==> src/rtl/dbchecker_err_responder_pkg.sv <==
// Shared definitions for the DBChecker error responder.
//   - AXI response encodings (OKAY / SLVERR / DECERR)
//   - ERR_RESP: response code returned on every B and R beat.
//     Selected by macro DBCHECKER_ERR_DECERR_EN (defined -> DECERR, else SLVERR).
//   - Write / read FSM state enums.
package dbchecker_err_responder_pkg;

  localparam logic [1:0] RESP_OKAY   = 2'b00;
  localparam logic [1:0] RESP_SLVERR = 2'b10;
  localparam logic [1:0] RESP_DECERR = 2'b11;

`ifdef DBCHECKER_ERR_DECERR_EN
  localparam logic [1:0] ERR_RESP = RESP_DECERR;
`else
  localparam logic [1:0] ERR_RESP = RESP_SLVERR;
`endif

  typedef enum logic [1:0] {
    W_IDLE,
    W_DRAIN,
    W_RESP
  } w_state_e;

  typedef enum logic {
    R_IDLE,
    R_DATA
  } r_state_e;

endpackage

==> src/rtl/dbchecker_sat_cnt.sv <==
// 32-bit saturating event counter.
//   clock : rising-edge clock
//   reset : synchronous active-high reset, clears the count
//   inc   : count one event this cycle
//   cnt   : current count, holds at 32'hFFFF_FFFF instead of wrapping
module dbchecker_sat_cnt (
  input  logic        clock,
  input  logic        reset,
  input  logic        inc,
  output logic [31:0] cnt
);

  logic [31:0] cnt_q, cnt_d;

  always_comb begin
    cnt_d = cnt_q;
    if (inc && (cnt_q != '1)) cnt_d = cnt_q + 32'd1;
  end

  always_ff @(posedge clock) begin
    if (reset) cnt_q <= '0;
    else       cnt_q <= cnt_d;
  end

  assign cnt = cnt_q;

endmodule

==> src/rtl/dbchecker_err_responder.sv <==
// Error responder for transactions denied by the DBChecker. Every accepted
// AW burst has its W beats drained and is answered with one error B; every
// accepted AR burst is answered with len+1 zero-data error R beats. Write and
// read paths are fully independent.
//   clock, reset          : rising-edge clock, synchronous active-high reset
//   s_axi_aw_* / s_axi_w_* / s_axi_b_* : AXI write address / data / response
//   s_axi_ar_* / s_axi_r_*              : AXI read address / data
//   err_wr_cnt, err_rd_cnt : saturating counts of completed denied bursts
//   proto_err              : sticky flag, WLAST disagreed with the beat count
// Configuration macro: DBCHECKER_ERR_DECERR_EN (DECERR instead of SLVERR).
module dbchecker_err_responder
  import dbchecker_err_responder_pkg::*;
#(
  parameter int DATA_W = 128,
  parameter int ADDR_W = 64
) (
  input  logic              clock,
  input  logic              reset,
  input  logic              s_axi_aw_valid,
  output logic              s_axi_aw_ready,
  input  logic [ADDR_W-1:0] s_axi_aw_bits_addr,
  input  logic [7:0]        s_axi_aw_bits_len,
  input  logic              s_axi_w_valid,
  output logic              s_axi_w_ready,
  input  logic              s_axi_w_bits_last,
  output logic              s_axi_b_valid,
  input  logic              s_axi_b_ready,
  output logic [1:0]        s_axi_b_bits_resp,
  input  logic              s_axi_ar_valid,
  output logic              s_axi_ar_ready,
  input  logic [ADDR_W-1:0] s_axi_ar_bits_addr,
  input  logic [7:0]        s_axi_ar_bits_len,
  output logic              s_axi_r_valid,
  input  logic              s_axi_r_ready,
  output logic [DATA_W-1:0] s_axi_r_bits_data,
  output logic [1:0]        s_axi_r_bits_resp,
  output logic              s_axi_r_bits_last,
  output logic [31:0]       err_wr_cnt,
  output logic [31:0]       err_rd_cnt,
  output logic              proto_err
);

  // Addresses are irrelevant to a denied burst.
  logic unused_addr;
  assign unused_addr = ^{s_axi_aw_bits_addr, s_axi_ar_bits_addr};

  w_state_e   w_state_q, w_state_d;
  logic [7:0] wr_len_q, wr_len_d;
  logic [7:0] w_cnt_q, w_cnt_d;
  logic       proto_err_q, proto_err_d;
  r_state_e   r_state_q, r_state_d;
  logic [7:0] rd_len_q, rd_len_d;
  logic [7:0] r_cnt_q, r_cnt_d;

  logic w_final;
  logic r_final;
  logic wr_done;
  logic rd_done;

  assign w_final = (w_cnt_q == wr_len_q);
  assign r_final = (r_cnt_q == rd_len_q);

  // Write path: burst ends on beat count; WLAST is only cross-checked.
  always_comb begin
    w_state_d   = w_state_q;
    wr_len_d    = wr_len_q;
    w_cnt_d     = w_cnt_q;
    proto_err_d = proto_err_q;
    case (w_state_q)
      W_IDLE: begin
        if (s_axi_aw_valid) begin
          wr_len_d  = s_axi_aw_bits_len;
          w_cnt_d   = '0;
          w_state_d = W_DRAIN;
        end
      end
      W_DRAIN: begin
        if (s_axi_w_valid) begin
          if (s_axi_w_bits_last != w_final) proto_err_d = 1'b1;
          if (w_final) w_state_d = W_RESP;
          else         w_cnt_d   = w_cnt_q + 8'd1;
        end
      end
      W_RESP: begin
        if (s_axi_b_ready) w_state_d = W_IDLE;
      end
      default: w_state_d = W_IDLE;
    endcase
  end

  always_comb begin
    r_state_d = r_state_q;
    rd_len_d  = rd_len_q;
    r_cnt_d   = r_cnt_q;
    case (r_state_q)
      R_IDLE: begin
        if (s_axi_ar_valid) begin
          rd_len_d  = s_axi_ar_bits_len;
          r_cnt_d   = '0;
          r_state_d = R_DATA;
        end
      end
      R_DATA: begin
        if (s_axi_r_ready) begin
          if (r_final) r_state_d = R_IDLE;
          else         r_cnt_d   = r_cnt_q + 8'd1;
        end
      end
      default: r_state_d = R_IDLE;
    endcase
  end

  always_ff @(posedge clock) begin
    if (reset) begin
      w_state_q   <= W_IDLE;
      wr_len_q    <= '0;
      w_cnt_q     <= '0;
      proto_err_q <= 1'b0;
      r_state_q   <= R_IDLE;
      rd_len_q    <= '0;
      r_cnt_q     <= '0;
    end else begin
      w_state_q   <= w_state_d;
      wr_len_q    <= wr_len_d;
      w_cnt_q     <= w_cnt_d;
      proto_err_q <= proto_err_d;
      r_state_q   <= r_state_d;
      rd_len_q    <= rd_len_d;
      r_cnt_q     <= r_cnt_d;
    end
  end

  assign s_axi_aw_ready    = (w_state_q == W_IDLE);
  assign s_axi_w_ready     = (w_state_q == W_DRAIN);
  assign s_axi_b_valid     = (w_state_q == W_RESP);
  assign s_axi_b_bits_resp = ERR_RESP;
  assign s_axi_ar_ready    = (r_state_q == R_IDLE);
  assign s_axi_r_valid     = (r_state_q == R_DATA);
  assign s_axi_r_bits_data = '0;
  assign s_axi_r_bits_resp = ERR_RESP;
  assign s_axi_r_bits_last = (r_state_q == R_DATA) && r_final;
  assign proto_err         = proto_err_q;

  assign wr_done = (w_state_q == W_RESP) && s_axi_b_ready;
  assign rd_done = (r_state_q == R_DATA) && s_axi_r_ready && r_final;

  dbchecker_sat_cnt u_wr_cnt (
    .clock (clock),
    .reset (reset),
    .inc   (wr_done),
    .cnt   (err_wr_cnt)
  );

  dbchecker_sat_cnt u_rd_cnt (
    .clock (clock),
    .reset (reset),
    .inc   (rd_done),
    .cnt   (err_rd_cnt)
  );

endmodule
==> config.mk <==
export PLATFORM = sky130hd
export DESIGN_NAME = dbchecker_err_responder
export DESIGN_NICKNAME = d
export VERILOG_FILES = /design/src/rtl/dbchecker_err_responder_pkg.sv /design/src/rtl/dbchecker_sat_cnt.sv /design/src/rtl/dbchecker_err_responder.sv
export SDC_FILE = /design/constraint.sdc
export NUM_CORES = 1
export LEC_CHECK = 0
export CORE_AREA = 5 5 136 138
export CTS_BUF_LIST = sky130_fd_sc_hd__clkbuf_4 sky130_fd_sc_hd__clkbuf_8
export DETAILED_ROUTE_END_ITERATION = 10
export DIE_AREA = 0 0 141 143
export DONT_BUFFER_PORTS = 1
export GPL_ROUTABILITY_DRIVEN = 0
export GPL_TIMING_DRIVEN = 0
export SETUP_SLACK_MARGIN = 0.3
export SYNTH_ARGS = -nofsm -noshare
export SYNTH_HDL_FRONTEND = slang
export SYNTH_SLANG_ARGS = --single-unit
export TNS_END_PERCENT = 1
==> constraint.sdc <==
create_clock -name clock -period 6.05 [get_ports clock]
set_clock_uncertainty 0.2 [all_clocks]
set_input_delay 1.21 -clock clock [delete_from_list [all_inputs] [get_ports clock]]
set_output_delay 1.21 -clock clock [all_outputs]
set_load 0.05 [all_outputs]
Word level (Yosys, flattened, before mapping)
Index checks and enable logic that the tools add are counted.
{"block": "op_classes", "addsub": 4, "eq_ne": 15, "mux": 17, "bitwise_logic": 1, "n_reduce_logical": 14}
{"cell": "$add 32x1->32 const B", "count": 2}
{"cell": "$ne 32x32->1 const B", "count": 2}
{"cell": "$mux 8", "count": 6}
{"cell": "$pmux 8 s2", "count": 2}
{"cell": "$add 8x1->8 const B", "count": 2}
{"cell": "$eq 8x8->1", "count": 2}
{"cell": "$ne 2x2->1 const B", "count": 6}
{"cell": "$mux 2", "count": 4}
{"cell": "$reduce_and 4->1", "count": 2}
{"cell": "$logic_and 1x1->1", "count": 6}
{"cell": "$pmux 2 s3", "count": 1}
{"cell": "$reduce_and 3->1", "count": 2}
{"cell": "$ne 2x1->1 const B", "count": 2}
{"cell": "$reduce_and 2->1", "count": 2}
{"cell": "$mux 1", "count": 3}
{"cell": "$eq 2x1->1 const B", "count": 1}
{"cell": "$eq 2x2->1 const B", "count": 1}
{"cell": "$logic_not 2->1", "count": 1}
{"cell": "$pmux 1 s2", "count": 1}
{"cell": "$reduce_bool 2->1", "count": 1}
{"cell": "$ne 1x1->1", "count": 1}
{"cell": "$not 1->1", "count": 1}
{"block": "totals", "register_bits": 100, "inputBits": 152, "wordCells": 60}

Logic depth before layout (Yosys ltp)
{"block": "logic_depth", "ltp_word": 4, "depth_mapped": 7, "ltp_nobuf": 6}

By module
A second synthesis with hierarchy kept.
{"block": "hier_totals", "cells_unflattened": 753, "hier_area_um2": 6172.2}
{"module": "dbchecker_sat_cnt", "instances": 2, "cells_each": 199, "area_each_um2": 1674.1, "seq_area_each_um2": 640.6}
{"module": "dbchecker_err_responder", "instances": 1, "cells_each": 355, "area_each_um2": 2824.0, "seq_area_each_um2": 720.7}

Worst setup path before layout
No wires, ideal clock.
{"block": "synth_path", "kind": "reg2out", "start": "reg r_state_q (netlist: s_axi_r_valid)", "end": "out s_axi_r_bits_last", "arrival_time_ns": 1.779, "required_ns": 4.640, "setup_slack_ns": 2.861, "path_stages_with_launch": 4, "cell_sequence": "dfxtp_1 -> buf_6 -> inv_1 -> nor2_1"}
{"block": "synth_via", "elab_chain_cells": 1}
{"element": "from (decl)", "line": "dbchecker_err_responder.sv:51", "text": "r_state_e r_state_q, r_state_d;"}
{"element": "from (signal assigned)", "line": "dbchecker_err_responder.sv:127", "text": "r_state_q <= r_state_d;"}
{"element": "$logic_and 1x1->1", "line": "dbchecker_err_responder.sv:141", "text": "assign s_axi_r_bits_last = (r_state_q == R_DATA) && r_final;"}
{"element": "to (decl)", "line": "dbchecker_err_responder.sv:37", "text": "output logic s_axi_r_bits_last,"}
Every way passes these cells.

Worst setup path after layout
{"block": "layout_path", "start": "reg r_cnt_q[5]", "end": "out s_axi_r_bits_last"}
{"block": "layout_via", "elab_chain_cells": 2}
{"element": "from (decl)", "line": "dbchecker_err_responder.sv:53", "text": "logic [7:0] r_cnt_q, r_cnt_d;"}
{"element": "from (signal assigned)", "line": "dbchecker_err_responder.sv:129", "text": "r_cnt_q <= r_cnt_d;"}
{"element": "$eq 8x8->1", "line": "dbchecker_err_responder.sv:61", "text": "assign r_final = (r_cnt_q == rd_len_q);"}
{"element": "$logic_and 1x1->1", "line": "dbchecker_err_responder.sv:141"}
Every way passes these cells.

==> results by group <==
Final layout
  – Post-route cell area: 0.00719 mm²
  – Layout Nets: 1054
  – Ant diodes: 0
  – Area growth, synth to finish: 15.6%
  – Share of post-route cells with drive strength above 1: 21.5%

Status
  – Status: finished, final reports clean

Logic synthesis
  – Post-Syn Instances: 757
  – Synth top area cells: dfxtp_1, buf_4, xnor2_1
  – Ys flop type: dfxtp_1
  – Post-Syn Area per Cell: 8.21 µm²
  – Asr flop ratio synth: 0%
  – Seq/Total Area, Yosys: 32.2%
  – Yosys reg bits: 100
  – Post-synth EDFFs: 0
  – Synth Warn #: 0
  – Post-synth top area share: 32.2%
  – Most numerous cell in the Yosys netlist: buf_4
  – Yosys cell types: 61
  – Leading area contributor after synthesis: dfxtp_1
  – Top cells by count, synth: buf_4, dfxtp_1, nand2_1
  – Synthesized cell area: 0.00622 mm²

Detailed routing
  – Post-route ant nets: 0
  – Routed vias/inst: 4.70
  – Final wirelength: 16100 µm
  – Residual DRC: 0
  – Detailed Routing Iterations Pass 1: 4
  – Wire per inst: 14.3 µm
  – Vias: 5297
  – Initial drt markers: 186

Die
  – IO Count: 355
  – Row count: 48
  – Die area: 0.0202 mm²
  – Die W: 141 µm
  – Std-Cell Core Area: 0.0171 mm²
  – Initial core utilization: 36.5%
  – Die Y: 143 µm

STA
  – Final setup fails: 0
  – F_max: 0.255 GHz
  – Worst-Margin Slew: 1050 ps
  – Final Hold Violating Endpoints: 0
  – Headroom to the max-slew limit: 29.6%
  – Setup slack after layout: 2130 ps
  – Slew Limit Fails: 0
  – Setup TNS: 0 ps
  – Min Tclk post-route: 3920 ps
  – RSZ-0062 raised after global routing: false
  – Final worst path period share: 64.7%

Worst setup path
  – Setup crit end kind: output pin
  – CP Data Arrival Time: 2510 ps
  – Crit path max fanout: 10
  – FF-to-FF setup slack: 2710 ps
  – Crit Path Class: reg -> out
  – Startpoint types: flip-flop
  – Worst Path Required: 4640 ps

Power and ir drop
  – Internal power: 0.000964 W
  – NetSw: 0.000530 W
  – Maximum vdd drop: 131 µV
  – Share of power burned in registers: 45.8%
  – P_leak: 2.90 nW
  – Sw Ratio: 35.5%
  – Pwr Density: 208 mW/mm²
  – Combinational Power Share: 24.2%
  – Clk pwr share: 30.0%

GRT
  – Grt total ovfl: 0
  – Vias in the first global route: 4790
  – Largest net degree at the start of global routing: 17
  – Initial antenna violation count: 0
  – GRT Util Overall: 15.4%
  – First-pass GRT wire length: 25200 µm

Clocking
  – CTS sink cnt: 100
  – CTS root buf: clkbuf_8
  – Cts repair resizes: 0
  – Hold_buf cts: 0
  – CTS max path bufs: 2
  – Clock slew at reported path FFs: 100 ps
  – CTS tree: done
  – CTS Buf Count: 9
  – H-tree depth: 3
  – Postcts setup bufs: 0
  – Clock latency on the worst-skew pair: 380 ps

Placed design
  – Hpwl dp: 12800 µm
  – Place WS: 2540 ps
  – Placed Area: 0.00699 mm²
  – Port Buffers: 0

Run
  – Max-cap viol count: 0

Worst hold path
  – Worst min path class: reg -> reg
[worst max-delay path, cell delays in order (launching register included)]
cell,delay (ps)
dfxtp_1,440
xnor2_1,170
and4_1,280
buf_2,240
nand2_1,220
nor2_1,770
[metal layers]
| metal | vias to the layer above | GRT usage [%] | wire length (µm) | share of wire (%) |
|---|---|---|---|---|
| met3 | 11 | 6.50 | 1940 | 12 |
| met2 | 222 | 25.1 | 7470 | 46 |
| met5 | - | 0 | 0 | 0 |
| li1 | 2724 | - | - | - |
| met1 | 2340 | 18.8 | 6590 | 41 |
| met4 | 0 | 3.77 | 142 | 0.88 |
[cells by family after synthesis]
group / synth area share [%]
muxes: 4.17
adders and majority gates: 0.805
xor gates and xnor gates: 5.05
DFF: 32.2
AOI/OAI and AO/OA: 11.7
buffers and inverters: 19.1
and+or+nand+nor: 26.9
other: 0.121
[cells in the final DEF (no fill, tap or decap), types with 12 or more instances in the layout]
cell and instances:
a21oi_1 43, and3_1 12, buf_4 134, clkbuf_1 18, conb_1 132, dfxtp_1 100, inv_1 13, mux2_2 15
nand2_1 62, nand3_1 26, nand4_1 29, nor2_1 56, nor2b_1 19, nor3_1 14, o21ai_0 23, or3_1 19
or4_1 16, xnor2_1 34
[stage by stage]
stage          hold slack [ps]  power (W)  cells  util, %
4_1_cts                    278    0.00151   1128     42.1
2_1_floorplan              247    0.00103    887        -
3_5_place_dp               263    0.00106   1112     41.0
5_1_grt                    305    0.00156   1128     42.1
6_report                   278    0.00149   1128     42.1
3_3_place_gp               261    0.00106   1112     41.0
[path summary, 6_finish.rpt]
path                                              startpoint                       endpoint  cells after the start
worst max register to register  u_rd_cnt.cnt[0]$_SDFFE_PP0P_  u_rd_cnt.cnt[16]$_SDFFE_PP0P_                      7
worst min-delay path                rd_len_q[5]$_SDFFE_PP0P_       rd_len_q[5]$_SDFFE_PP0P_                      2
worst max-delay path                 r_cnt_q[5]$_SDFFE_PP0P_              s_axi_r_bits_last                      5
worst min register to register      rd_len_q[5]$_SDFFE_PP0P_       rd_len_q[5]$_SDFFE_PP0P_                      2
[state kept, by name (all words and copies together), names as in the netlist]
register / count
u_wr_cnt.cnt: 32
rd_len_q: 8
u_rd_cnt.cnt: 32
w_state_q: 2
w_cnt_q: 8
wr_len_q: 8
s_axi_r_valid: 1
proto_err: 1
r_cnt_q: 8
[power by group through the flow]
| stage | clock, W | sequential (W) | combinational [W] |
|---|---|---|---|
| detailed placement | 0 | 0.000700 | 0.000356 |
| global placement | 0 | 0.000700 | 0.000356 |
| floorplan | 0 | 0.000697 | 0.000331 |
| finish | 0.000448 | 0.000685 | 0.000361 |
| CTS | 0.000464 | 0.000685 | 0.000356 |
| global route | 0.000491 | 0.000687 | 0.000384 |
[layout make-up]
class / instances / area, µm²
multi-input combinational: 613 / 3520
inverter: 13 / 48.8
buffer: 161 / 1140
clock inverter: 5 / 60.1
tap: 225 / 282
clock buffer: 11 / 139
sequential: 100 / 2000
fill: 1721 / 9870
Note: power is estimated with default switching activity, not from simulation.
